$ cat src/rtl/apb_slave_responder.sv
// rtl/apb_slave_responder.sv - APB completer with word register file and programmable wait states.
// Optional error response on missed transfers: define APB_SLVERR_EN.
module apb_slave_responder #(
    parameter int                ADDR_W      = 32,
    parameter int                DATA_W      = 32,
    parameter int                NUM_REGS    = 16,
    parameter logic [ADDR_W-1:0] BASE_ADDR   = '0,
    parameter int                WAIT_CYCLES = 0
) (
    input  logic              HCLK,
    input  logic              HRESET_n,
    input  logic              PSELx,
    input  logic              PENABLE,
    input  logic              PWRITE,
    input  logic [ADDR_W-1:0] PADDR,
    input  logic [DATA_W-1:0] PWDATA,
    output logic [DATA_W-1:0] PRDATA,
    output logic              PREADY,
    output logic              PSLVERR
);
    localparam int                IDX_W = $clog2(NUM_REGS);
    localparam logic [ADDR_W-1:0] SPAN  = ADDR_W'(NUM_REGS * 4);

    typedef enum logic {IDLE, ACCESS} state_t;

    state_t            state_q, state_d;
    logic [3:0]        cnt_q, cnt_d;
    logic              wr_q, wr_d;
    logic              hit_q, hit_d;
    logic [IDX_W-1:0]  idx_q, idx_d;
    logic [DATA_W-1:0] prdata_q, prdata_d;
    logic [DATA_W-1:0] regs_q [NUM_REGS];
    logic [DATA_W-1:0] regs_d [NUM_REGS];

    logic [ADDR_W-1:0] offset;
    logic              hit_now;
    logic [IDX_W-1:0]  idx_now;

    always_comb begin
        offset   = PADDR - BASE_ADDR;
        hit_now  = (offset < SPAN) && (PADDR[1:0] == 2'b00);
        idx_now  = offset[2 +: IDX_W];
        state_d  = state_q;
        cnt_d    = cnt_q;
        wr_d     = wr_q;
        hit_d    = hit_q;
        idx_d    = idx_q;
        prdata_d = prdata_q;
        regs_d   = regs_q;
        case (state_q)
            IDLE: begin
                // PENABLE high without a setup phase is a protocol violation and is ignored
                if (PSELx && !PENABLE) begin
                    state_d = ACCESS;
                    wr_d    = PWRITE;
                    hit_d   = hit_now;
                    idx_d   = idx_now;
                    cnt_d   = 4'(WAIT_CYCLES);
                    if (!PWRITE) begin
                        prdata_d = hit_now ? regs_q[idx_now] : '0;
                    end
                end
            end
            ACCESS: begin
                if (!PSELx) begin
                    state_d = IDLE;
                end else if (cnt_q != 4'd0) begin
                    cnt_d = cnt_q - 4'd1;
                end else if (PENABLE) begin
                    if (wr_q && hit_q) begin
                        regs_d[idx_q] = PWDATA;
                    end
                    state_d = IDLE;
                end
            end
            default: state_d = IDLE;
        endcase
    end

    always_ff @(posedge HCLK or negedge HRESET_n) begin
        if (!HRESET_n) begin
            state_q  <= IDLE;
            cnt_q    <= 4'd0;
            wr_q     <= 1'b0;
            hit_q    <= 1'b0;
            idx_q    <= '0;
            prdata_q <= '0;
            for (int i = 0; i < NUM_REGS; i++) begin
                regs_q[i] <= '0;
            end
        end else begin
            state_q  <= state_d;
            cnt_q    <= cnt_d;
            wr_q     <= wr_d;
            hit_q    <= hit_d;
            idx_q    <= idx_d;
            prdata_q <= prdata_d;
            regs_q   <= regs_d;
        end
    end

    // Ready is decoded purely from registered state so it carries no path from the bus inputs
    assign PREADY = (state_q == ACCESS) && (cnt_q == 4'd0);
    assign PRDATA = prdata_q;

`ifdef APB_SLVERR_EN
    assign PSLVERR = PREADY && !hit_q;
`else
    assign PSLVERR = 1'b0;
`endif

endmodule

$ cat config.mk
export PLATFORM = sky130hd
export DESIGN_NAME = apb_slave_responder
export DESIGN_NICKNAME = d
export VERILOG_FILES = /design/src/rtl/apb_slave_responder.sv
export SDC_FILE = /design/constraint.sdc
export NUM_CORES = 1
export LEC_CHECK = 0
export ABC_AREA = 0
export CORE_ASPECT_RATIO = 1.2
export CORE_MARGIN = 1
export CORE_UTILIZATION = 55
export CTS_CLUSTER_SIZE = 20
export DETAILED_ROUTE_END_ITERATION = 12
export PLACE_DENSITY = 0.79
export SETUP_SLACK_MARGIN = 0.02
export SYNTH_ARGS = -nofsm -noshare
export SYNTH_HDL_FRONTEND = slang
export SYNTH_SLANG_ARGS = --single-unit
export TNS_END_PERCENT = 30
$ cat constraint.sdc
create_clock -name HCLK -period 2.45 [get_ports HCLK]
set_input_delay 0.49 -clock HCLK [delete_from_list [all_inputs] [get_ports HCLK]]
set_output_delay 0.49 -clock HCLK [all_outputs]
set_load 0.01 [all_outputs]
==> results.md, run 1 <==
* Share of the synthesized area in the top cell type at 0.544
* Syn nets at 1,986
* Slew @ Worst Pin at between 0.6 and 0.7 ns
* Clock Skews at about 0.017 ns
* Initial antenna violation count at 1
* CTS Buf Count at 54
* Kind of critical path: flip-flop to flip-flop
* Final Setup Violations at 51
* Layout cell share with drive strength beyond 1 at 0.342
* Post-synth EDFFs at 0
* Clock slew at reported path FFs at 0.06 ns
* Top routing layer in use: met5
* Vias in the first global route at 17,500
* TritonRoute pass-1 iters at 5
* Clk buf depth at 3
* Cell Int Power at 14.1 mW
* Fin. Hold Viols at 0
* R2r worst-path depth at 9
* Slew Viols, Final at 0
* Post-route ant nets at 0
* Tot GR Track Use at 0.272
* Design Power at 18.4 mW
* Xor-xnor portion of the synthesized cell area at 0.000343
* Syn. warnings at 0
* Maximum VDD drop at roughly 0.00053 V
* Initial Util at 0.557
* Adder-cell share of the synthesized area at 0.000490
* Core Area at 45,800 um^2
* DR WL/cell at 26.5 um
* Synth unique cells at 36
* Commonest non-fill, non-tap cell in the layout: dfrtp_1
* Main synth FF type: dfrtp_1
* Met3 wire length at about 4100 um
* Max cap viols at 0
* Violations in the final reports: negative setup slack
* Maximum clock rate at 400 MHz
* Clk pwr share at 0.443
* Largest family of logic cells by synthesized area: multiplexers
* Combinational share of power at 0.058
* Post-Synth Simple-Gate Area at 0.0559
* DIE WIDTH at 199 um
* Worst-Skew Late Latency at 0.60 ns
* Sequential Power Share at 0.499
* #FFs+latches synth at ~560
* Root Driver: clkbuf_16
* Drt via density at 6.31
* Worst Path Arrival at 2.97 ns
* Element type at the critical path end: flip-flop
* Final worst-path cycle share at 1.02
* DR vias at between 15,000 and 20,000
* Crit-path max FO at 13
* Remaining global-route overflow at 0
* # clock sinks at approximately 560
* Switching fraction of total power at 0.233
* Post-synthesis mux area share at 0.327
* Outcome: complete, but fails checks
* Layout Area Growth over Synthesis at 22.3%
* FFs w/ async S/R, synth at 1.00
* Post-layout net count at between 2,000 and 2,500
* CP max stage delay at 0.53 ns
* CTS tree: built
* First-pass GRT wire length at 98,600 um
* Fill count at around 3,000
* Commonest cells after routing, fill and taps aside: dfrtp_1, mux2_2, mux2i_1
* Synth Area in Compound Gates at 0.0420
* Antenna Cells at 0
* Pin count of the biggest net entering global routing at 71
* Layout Utilization at 0.681
* CP Data Required Time at about 2.9 ns
* WHS at 0.424 ns
* RD Place Congestion at 0.785
* Routed met1 length at 28,700 um
* Final Critical Period at 2.50 ns
* PnR worst setup slack at -0.0498 ns
* Die Height at between 200 and 250 um
* Post-DP HPWL at 36,900 um
* Net Sw Power at roughly 4.3 mW
* Register area share after synthesis at 0.544
* Largest cells by area after synthesis: dfrtp_1, mux2_2, mux2i_1
* Wire length on met2 at 34,800 um
* RSZ-0062 raised after global routing: true
* H-tree levels at 2
* HP Class: input port to asynchronous set/reset pin
* Crit-path cells: inv_1 -> ha_2 -> nor3b_4 -> buf_6 -> nand4_4 -> buf_6 -> or4_4 -> buf_12 -> mux2_1
* Remaining DRCs at 0
* Slowest-stage cell, CP: or4_4
* Routed WL at 71,100 um
* Setup WS pre-CTS at -0.305 ns
* Cell area after placement at 27,900 um^2
* Pleak at 15.1 nW
* Area leader, netlist: dfrtp_1
* Die Area at between 40,000 and 50,000 um^2
* Crit-path most repeated cell: buf_6
* Post-Syn Area at between 20,000 and 30,000 um^2
* Power Dens Cells at 591 nW/um^2
* Drt initial violations at 1,313
* Syn Area/Cell at 13.3 um^2
* Post-Syn Instances at roughly 1,900
* # IOs at a little over 100
* PortBufs at ~100
* Max_slew headroom at 0.551
* Row cnt at 86
* Worst setup SP type: flip-flop
* Post-route cell area at between 30,000 and 40,000 um^2
-- cells in the mapped netlist, types with 33 or more instances --
cell,number
mux2_2,422
o21ai_0,34
nor2_1,67
nand2_1,54
o22ai_1,65
and2_1,33
dfrtp_1,555
mux2i_1,258
nor4_1,71
mux2_1,90
buf_2,60
clkbuf_1,82
-- per-stage QoR --
| stage | TNS, ns | cells |
|---|---|---|
| 6_report | -0.710 | 2689 |
| 3_3_place_gp | -127.26 | 2558 |
| 4_1_cts | -0.935 | 2657 |
| 3_5_place_dp | -134.11 | 2558 |
| 2_1_floorplan | 0 | 1916 |
| 5_1_grt | -18.76 | 2689 |
-- state kept, by name, summed over array words and instances (netlist names) --
signal   count
PRDATA      32
cnt_q        4
hit_q        1
idx_q        4
regs_q     512
state_q      1
wr_q         1
-- final timing paths --
| kind | slack [ns] | start | end |
|---|---|---|---|
| worst max-delay path | -0.05 | cnt_q[1] | regs_q[381] |
| worst min-delay path | 0.42 | HRESET_n | regs_q[248] |
| worst max register to register | -0.05 | cnt_q[1] | regs_q[381] |
| worst min register to register | 0.49 | regs_q[332] | regs_q[332] |
| max in group asynchronous | 1.26 | HRESET_n | regs_q[423] |
| min in group HCLK | 0.49 | regs_q[332] | regs_q[332] |
-- layer usage --
| metal | global-route usage | vias to the layer above |
|---|---|---|
| met1 | 0.351 | 8985 |
| met2 | 0.460 | 583 |
| met4 | 0.105 | 2 |
| li1 | - | 7176 |
| met5 | 0 | - |
| met3 | 0.0414 | 223 |
-- critical path, delay by kind of cell (launching register included) --
family	cells	cell delay (ns)
AND/OR/NAND/NOR	3	0.87
buffers and inverters	4	0.58
flip-flops	1	0.40
multiplexers	1	0.35
adder cells (fa/ha/maj)	1	0.17
-- cell families (layout without fill, tap and decap cells) --
group | count (synthesis) | count (layout)
AO/OA/AOI/OAI | 165 | 165
other | 1 | 1
adder cells (fa/ha/maj) | 1 | 1
multiplexers | 770 | 770
XOR/XNOR | 1 | 1
buffers and inverters | 164 | 321
AND/OR/NAND/NOR | 259 | 259
flip-flops | 555 | 555
-- power groups by stage --
stage | clock [mW] | combinational [mW] | sequential [mW]
4_1_cts | 8.22 | 1.04 | 9.20
2_1_floorplan | 0 | 0.428 | 9.36
3_5_place_dp | 0 | 1.03 | 9.37
3_3_place_gp | 0 | 1.01 | 9.37
6_report | 8.18 | 1.06 | 9.20
5_1_grt | 8.60 | 1.14 | 9.20
-- layout make-up --
type | instances | area [um^2] | area share
repair buffers | 226 | 3060 | 0.0981
well taps | 616 | 771 | 0.0247
clock inverters | 18 | 155 | 0.00497
clock buffers | 74 | 1550 | 0.0496
inverters | 3 | 11.3 | 0.000361
multi-input cells | 1197 | 11800 | 0.377
flip-flops and latches | 555 | 13900 | 0.445
-- timing repair --
action                                 in CTS  in global routing
gates cloned                                2                 21
gates resized for setup                    13                240
hold buffers                                1                  0
pin swaps                                   1                 13
setup endpoints to repair                 139                513
setup buffers                               4                 11
endpoints found under the hold margin      40                  0
No activity file was read; power rests on OpenSTA's default activity.
==> run 2: changes to the inputs <==
--- a/config.mk
+++ b/config.mk
@@ -7,10 +7,11 @@
 export LEC_CHECK = 0
 export ABC_AREA = 0
 export CORE_ASPECT_RATIO = 1.2
-export CORE_MARGIN = 1
+export CORE_MARGIN = 2
 export CORE_UTILIZATION = 55
 export CTS_CLUSTER_SIZE = 20
 export DETAILED_ROUTE_END_ITERATION = 12
+export MAX_ROUTING_LAYER = met4
 export PLACE_DENSITY = 0.79
 export SETUP_SLACK_MARGIN = 0.02
 export SYNTH_ARGS = -nofsm -noshare
==> results.md, run 2 (synthesis results as in run 1) <==
* Outcome: finished, final reports clean
* PortBufs at just over 100
* Worst-Skew Late Latency at 0.63 ns
* HP Class: input port to asynchronous set/reset pin
* Fill count at 3,307
* DR WL/cell at 24.1 um
* Final worst-path cycle share at 0.986
* Final Critical Period at 2.42 ns
* Pin count of the biggest net entering global routing at 94
* Drt initial violations at 924
* DR vias at 16,300
* Clock slew at reported path FFs at approximately 0.060 ns
* Post-route ant nets at 0
* Slew @ Worst Pin at 0.646 ns
* WHS at about 0.39 ns
* Remaining DRCs at 0
* Commonest cells after routing, fill and taps aside: dfrtp_1, mux2_2, mux2i_1
* CP max stage delay at 0.39 ns
* Max cap viols at 0
* RSZ-0062 raised after global routing: true
* Antenna Cells at 0
* Setup TNS at 0 ns
* Slew Viols, Final at 0
* Fin. Hold Viols at 0
* CTS tree: built
* Maximum VDD drop at 0.000590 V
* Fin cells at 2,676
* Row cnt at 86
* # clock sinks at approximately 560
* Worst Path Arrival at 1.93 ns
* RD Place Congestion at 0.820
* Drt via density at 6.08
* Initial Util at 0.557
* Clk buf depth at 3
* Slowest-stage cell, CP: dfrtp_1
* Crit-path max FO at 3
* Crit-path cells: inv_1 -> ha_1 -> nor3b_4 -> buf_4 -> buf_6 -> and2_1 -> buf_2
* Vias in the first global route at 18,000
* Die Area at 48,100 um^2
* Post-DP HPWL at 37,400 um
* Final Setup Violations at 0
* Layout cell share with drive strength beyond 1 at 0.308
* Kind of critical path: flip-flop to output pin
* Post-layout net count at 2,088
* Design Power at 18.6 mW
* Element type at the critical path end: output pin
* Initial antenna violation count at 0
* # IOs at 103
* First-pass GRT wire length at approximately 100,000 um
* CP Data Required Time at 1.96 ns
* Tot GR Track Use at 0.279
* Largest Register: regs_q
* Max reg flops at 512
* Die Height at approximately 240 um
* Core Area at ~46,000 um^2
* DIE WIDTH at 201 um
* Pleak at about 15 nW
* Clock Skews at 0.0255 ns
* Power Dens Cells at 622 nW/um^2
* Worst setup SP type: flip-flop
* Routed WL at 64,600 um
* Maximum clock rate at about 410 MHz
* Remaining global-route overflow at 0
* H-tree levels at 2
* TritonRoute pass-1 iters at 5
* Cells after DPL at 2,560
* Commonest non-fill, non-tap cell in the layout: dfrtp_1
* Max_slew headroom at 0.568
* CTS Buf Count at 54
* Layout Area Growth over Synthesis at 17.3%
* Root Driver: clkbuf_16
run 2: cell types whose count changed in the layout (fill, tap and decap cells not counted), sizes merged:
cell	previous run	this run
buf	109	105
bufinv	2	4
clkbuf	92	87
clkdlybuf4s15	1	0
clkinv	13	9
inv	6	5
run 2: path summary, 6_finish.rpt:
kind                             start          end  slack, ns  cells past startpoint
hold / removal                HRESET_n  regs_q[312]       0.39                      2
min in group HCLK             PADDR[5]     idx_q[3]       0.39                      4
hold reg to reg            regs_q[340]  regs_q[340]       0.49                      1
setup / recovery              cnt_q[1]       PREADY       0.03                      7
setup reg to reg              cnt_q[1]  regs_q[397]       0.05                     10
max in group asynchronous     HRESET_n  regs_q[205]       1.16                      3
run 2: power breakdown:
| part | internal (mW) | switching [mW] | leakage [nW] |
|---|---|---|---|
| clock | 4.82 | 3.57 | 0.874 |
| sequential | 9.18 | 0.0280 | 7.75 |
| combinational | 0.344 | 0.687 | 6.06 |
| total | 14.3 | 4.29 | 14.7 |
run 2: area by class of cell:
cell class / count / area (um^2) / share of cell area
multi-input cells: 1197 / 11000 / 0.367
well taps: 616 / 771 / 0.0257
repair buffers: 207 / 2500 / 0.0835
inverters: 3 / 11.3 / 0.000376
clock buffers: 83 / 1560 / 0.0521
clock inverters: 15 / 223 / 0.00744
flip-flops and latches: 555 / 13900 / 0.464
run 2: through the flow:
stage	util	instance area (um^2)	setup WS (ns)
after floorplan	-	25500	0.100
after CTS	0.651	29800	-0.00719
after global routing	0.653	29900	-0.0709
final	0.653	29900	0.0350
after global placement	0.608	27900	-0.381
after detailed placement	0.608	27900	-0.412
run 2: worst max-delay path: cells and delay by family (launching register included):
| family | cells | cell delay (ns) |
|---|---|---|
| and+or+nand+nor | 2 | 0.35 |
| adders and majority gates | 1 | 0.15 |
| buffers and inverters | 4 | 0.43 |
| DFF | 1 | 0.39 |
run 2: timing repair:
| item | CTS | global route |
|---|---|---|
| hold endpoints to repair | 40 | 0 |
| endpoints found under the setup margin | 54 | 340 |
| hold buffers | 1 | 0 |
| setup buffers | 6 | 6 |
| pin swaps | 1 | 5 |
| resized for setup | 15 | 8 |
| gates cloned | 2 | 3 |
run 2: metal layers:
layer	vias to the layer above	global-route usage	share of wire
li1	7152	-	-
met4	0	0.106	0.033
met3	150	0.0453	0.046
met2	408	0.471	0.50
met1	8562	0.338	0.42
met5	-	-	0
==> run 3: changes to the inputs <==
--- a/config.mk
+++ b/config.mk
@@ -8,9 +8,10 @@
 export ABC_AREA = 0
 export CORE_ASPECT_RATIO = 1.2
 export CORE_MARGIN = 2
-export CORE_UTILIZATION = 55
+export CORE_UTILIZATION = 58
 export CTS_CLUSTER_SIZE = 20
 export DETAILED_ROUTE_END_ITERATION = 12
+export DONT_BUFFER_PORTS = 1
 export MAX_ROUTING_LAYER = met4
 export PLACE_DENSITY = 0.79
 export SETUP_SLACK_MARGIN = 0.02
==> results.md, run 3 (synthesis results as in run 1) <==
* First-pass GRT wire length at roughly 95,000 um
* Drt via density at ~6.4
* Clock Skews at 0.0289 ns
* Die Height at between 200 and 250 um
* Fin. Hold Viols at 555
* HP Class: input port to asynchronous set/reset pin
* Setup TNS at -0.00632 ns
* Post-DP HPWL at 33,400 um
* WHS at -0.347 ns
* Max_slew headroom at 0.188
* Cts hold-fix bufs at 15
* Routed WL at 61,300 um
* Largest Register: regs_q
* Final worst-path cycle share at 1.00
* Crit-path cells: inv_1 -> ha_2 -> nor3b_4 -> nand4_4 -> buf_12 -> nor4_4 -> buf_4 -> buf_6 -> buf_12 -> mux2_2
* Setup WS pre-CTS at -0.00151 ns
* H-tree levels at 2
* Clock slew at reported path FFs at about 0.06 ns
* Outcome: complete, but fails checks
* Slew Viols, Final at 0
* Pin count of the biggest net entering global routing at 556
* Remaining DRCs at 0
* RD Place Congestion at 0.799
* Design Power at 18.1 mW
* DIE WIDTH at about 200 um
* # clock sinks at roughly 560
* DR vias at 15,900
* Die Area at about 46,000 um^2
* Worst setup SP type: flip-flop
* Remaining global-route overflow at 0
* CP max stage delay at 0.38 ns
* Critical Path Stages at 10
* # IOs at 103
* TritonRoute pass-1 iters at 4
* CTS Buf Count at 54
* Kind of critical path: flip-flop to flip-flop
* Net Sw Power at 3.77 mW
* Max cap viols at 0
* PnR worst setup slack at -0.00491 ns
* CP Data Required Time at 2.93 ns
* Layout cell share with drive strength beyond 1 at 0.310
* Slowest-stage cell, CP: dfrtp_1
* Tot GR Track Use at 0.277
* Worst-Skew Late Latency at 0.61 ns
* Pleak at about 14 nW
* Drt initial violations at 1,054
* Initial antenna violation count at 0
* Commonest cells after routing, fill and taps aside: dfrtp_1, mux2_2, mux2i_1
* Crit-path most repeated cell: buf_12
* R2r worst-path depth at 10
* Maximum clock rate at 407 MHz
* Vias in the first global route at 16,800
* Commonest non-fill, non-tap cell in the layout: dfrtp_1
* Final Setup Violations at 3
* Sequential Power Share at 0.510
* DR WL/cell at 24.6 um
* Core Area at 43,600 um^2
* Layout Area Growth over Synthesis at 11.7%
* CP Buf/Inv Count at 5
* Row cnt at 84
* Clk pwr share at 0.466
* Violations in the final reports: negative hold slack, negative setup slack
* Initial Util at 0.585
* Cell Int Power at approximately 14 mW
* Root Driver: clkbuf_16
* Combinational share of power at 0.024
* Maximum VDD drop at 0.000685 V
* Slew @ Worst Pin at 1.22 ns
* Max reg flops at 512
* Worst Path Arrival at around 2.9 ns
* Antenna Cells at 0
* Post-route ant nets at 0
* CTS tree: built
* Switching fraction of total power at 0.209
* Power Dens Cells at 633 nW/um^2
* Clk buf depth at 3
* Final Critical Period at 2.45 ns
* PortBufs at 0
* RSZ-0062 raised after global routing: true
* Element type at the critical path end: flip-flop
* Crit-path max FO at 14
* Post-layout net count at 1,966
* Crit path max-delay family: buffers and inverters
==> run 3: area by class of cell <==
type | instances | area, um^2
clock inverter | 13 | 173
timing repair buffer | 85 | 1080
multi-input combinational | 1197 | 11000
inverter | 3 | 11.3
tap | 559 | 699
clock buffer | 81 | 1600
fill | 3080 | 15100
sequential | 555 | 13900
==> run 3: path summary, 6_finish.rpt <==
| check | from | end | slack (ns) |
|---|---|---|---|
| worst max-delay path | cnt_q[0] | regs_q[470] | -0.005 |
| worst min-delay path | HRESET_n | regs_q[156] | -0.35 |
| worst max register to register | cnt_q[0] | regs_q[470] | -0.005 |
| worst min register to register | hit_q | hit_q | 0.48 |
| max in group asynchronous | HRESET_n | regs_q[405] | 1.87 |
| min in group HCLK | PWDATA[5] | regs_q[101] | 0.02 |
==> run 3: per-layer routing <==
| layer | global-route usage | part of all wire |
|---|---|---|
| met5 | - | 0 |
| met4 | 0.0799 | 0.024 |
| met3 | 0.0449 | 0.049 |
| met2 | 0.466 | 0.50 |
| met1 | 0.351 | 0.43 |
==> run 3: power by group through the flow <==
stage / Combinational (mW) / Sequential, mW / Clock (mW)
detailed placement: 0.391 / 9.37 / 0
global route: 0.447 / 9.20 / 8.89
finish: 0.434 / 9.20 / 8.41
global placement: 0.384 / 9.37 / 0
floorplan: 0.428 / 9.36 / 0
CTS: 0.420 / 9.20 / 8.51
==> run 3: worst reg2reg max path: stages, from the launching register on <==
cell	delay (ns)
dfrtp_1	0.38
inv_1	0.07
ha_2	0.17
nor3b_4	0.23
nand4_4	0.19
buf_12	0.20
nor4_4	0.26
buf_4	0.19
buf_6	0.13
buf_12	0.17
mux2_2	0.37
==> run 3: what timing repair did <==
action | CTS | global route
pin swaps | 2 | 6
endpoints found under the setup margin | 67 | 438
gates cloned | 0 | 2
hold endpoints to repair | 578 | 555
resized for setup | 1 | 35
setup buffers | 0 | 12
==> run 3: per-stage QoR <==
step                      hold WS, ns  instances   util  instance area, um^2
after floorplan                 0.194       1916      -                25500
final                          -0.347       2493  0.653                28500
after global placement          0.251       2370  0.603                26300
after CTS                      -0.383       2479  0.647                28200
after detailed placement        0.250       2370  0.603                26300
after global routing           -0.379       2493  0.653                28500
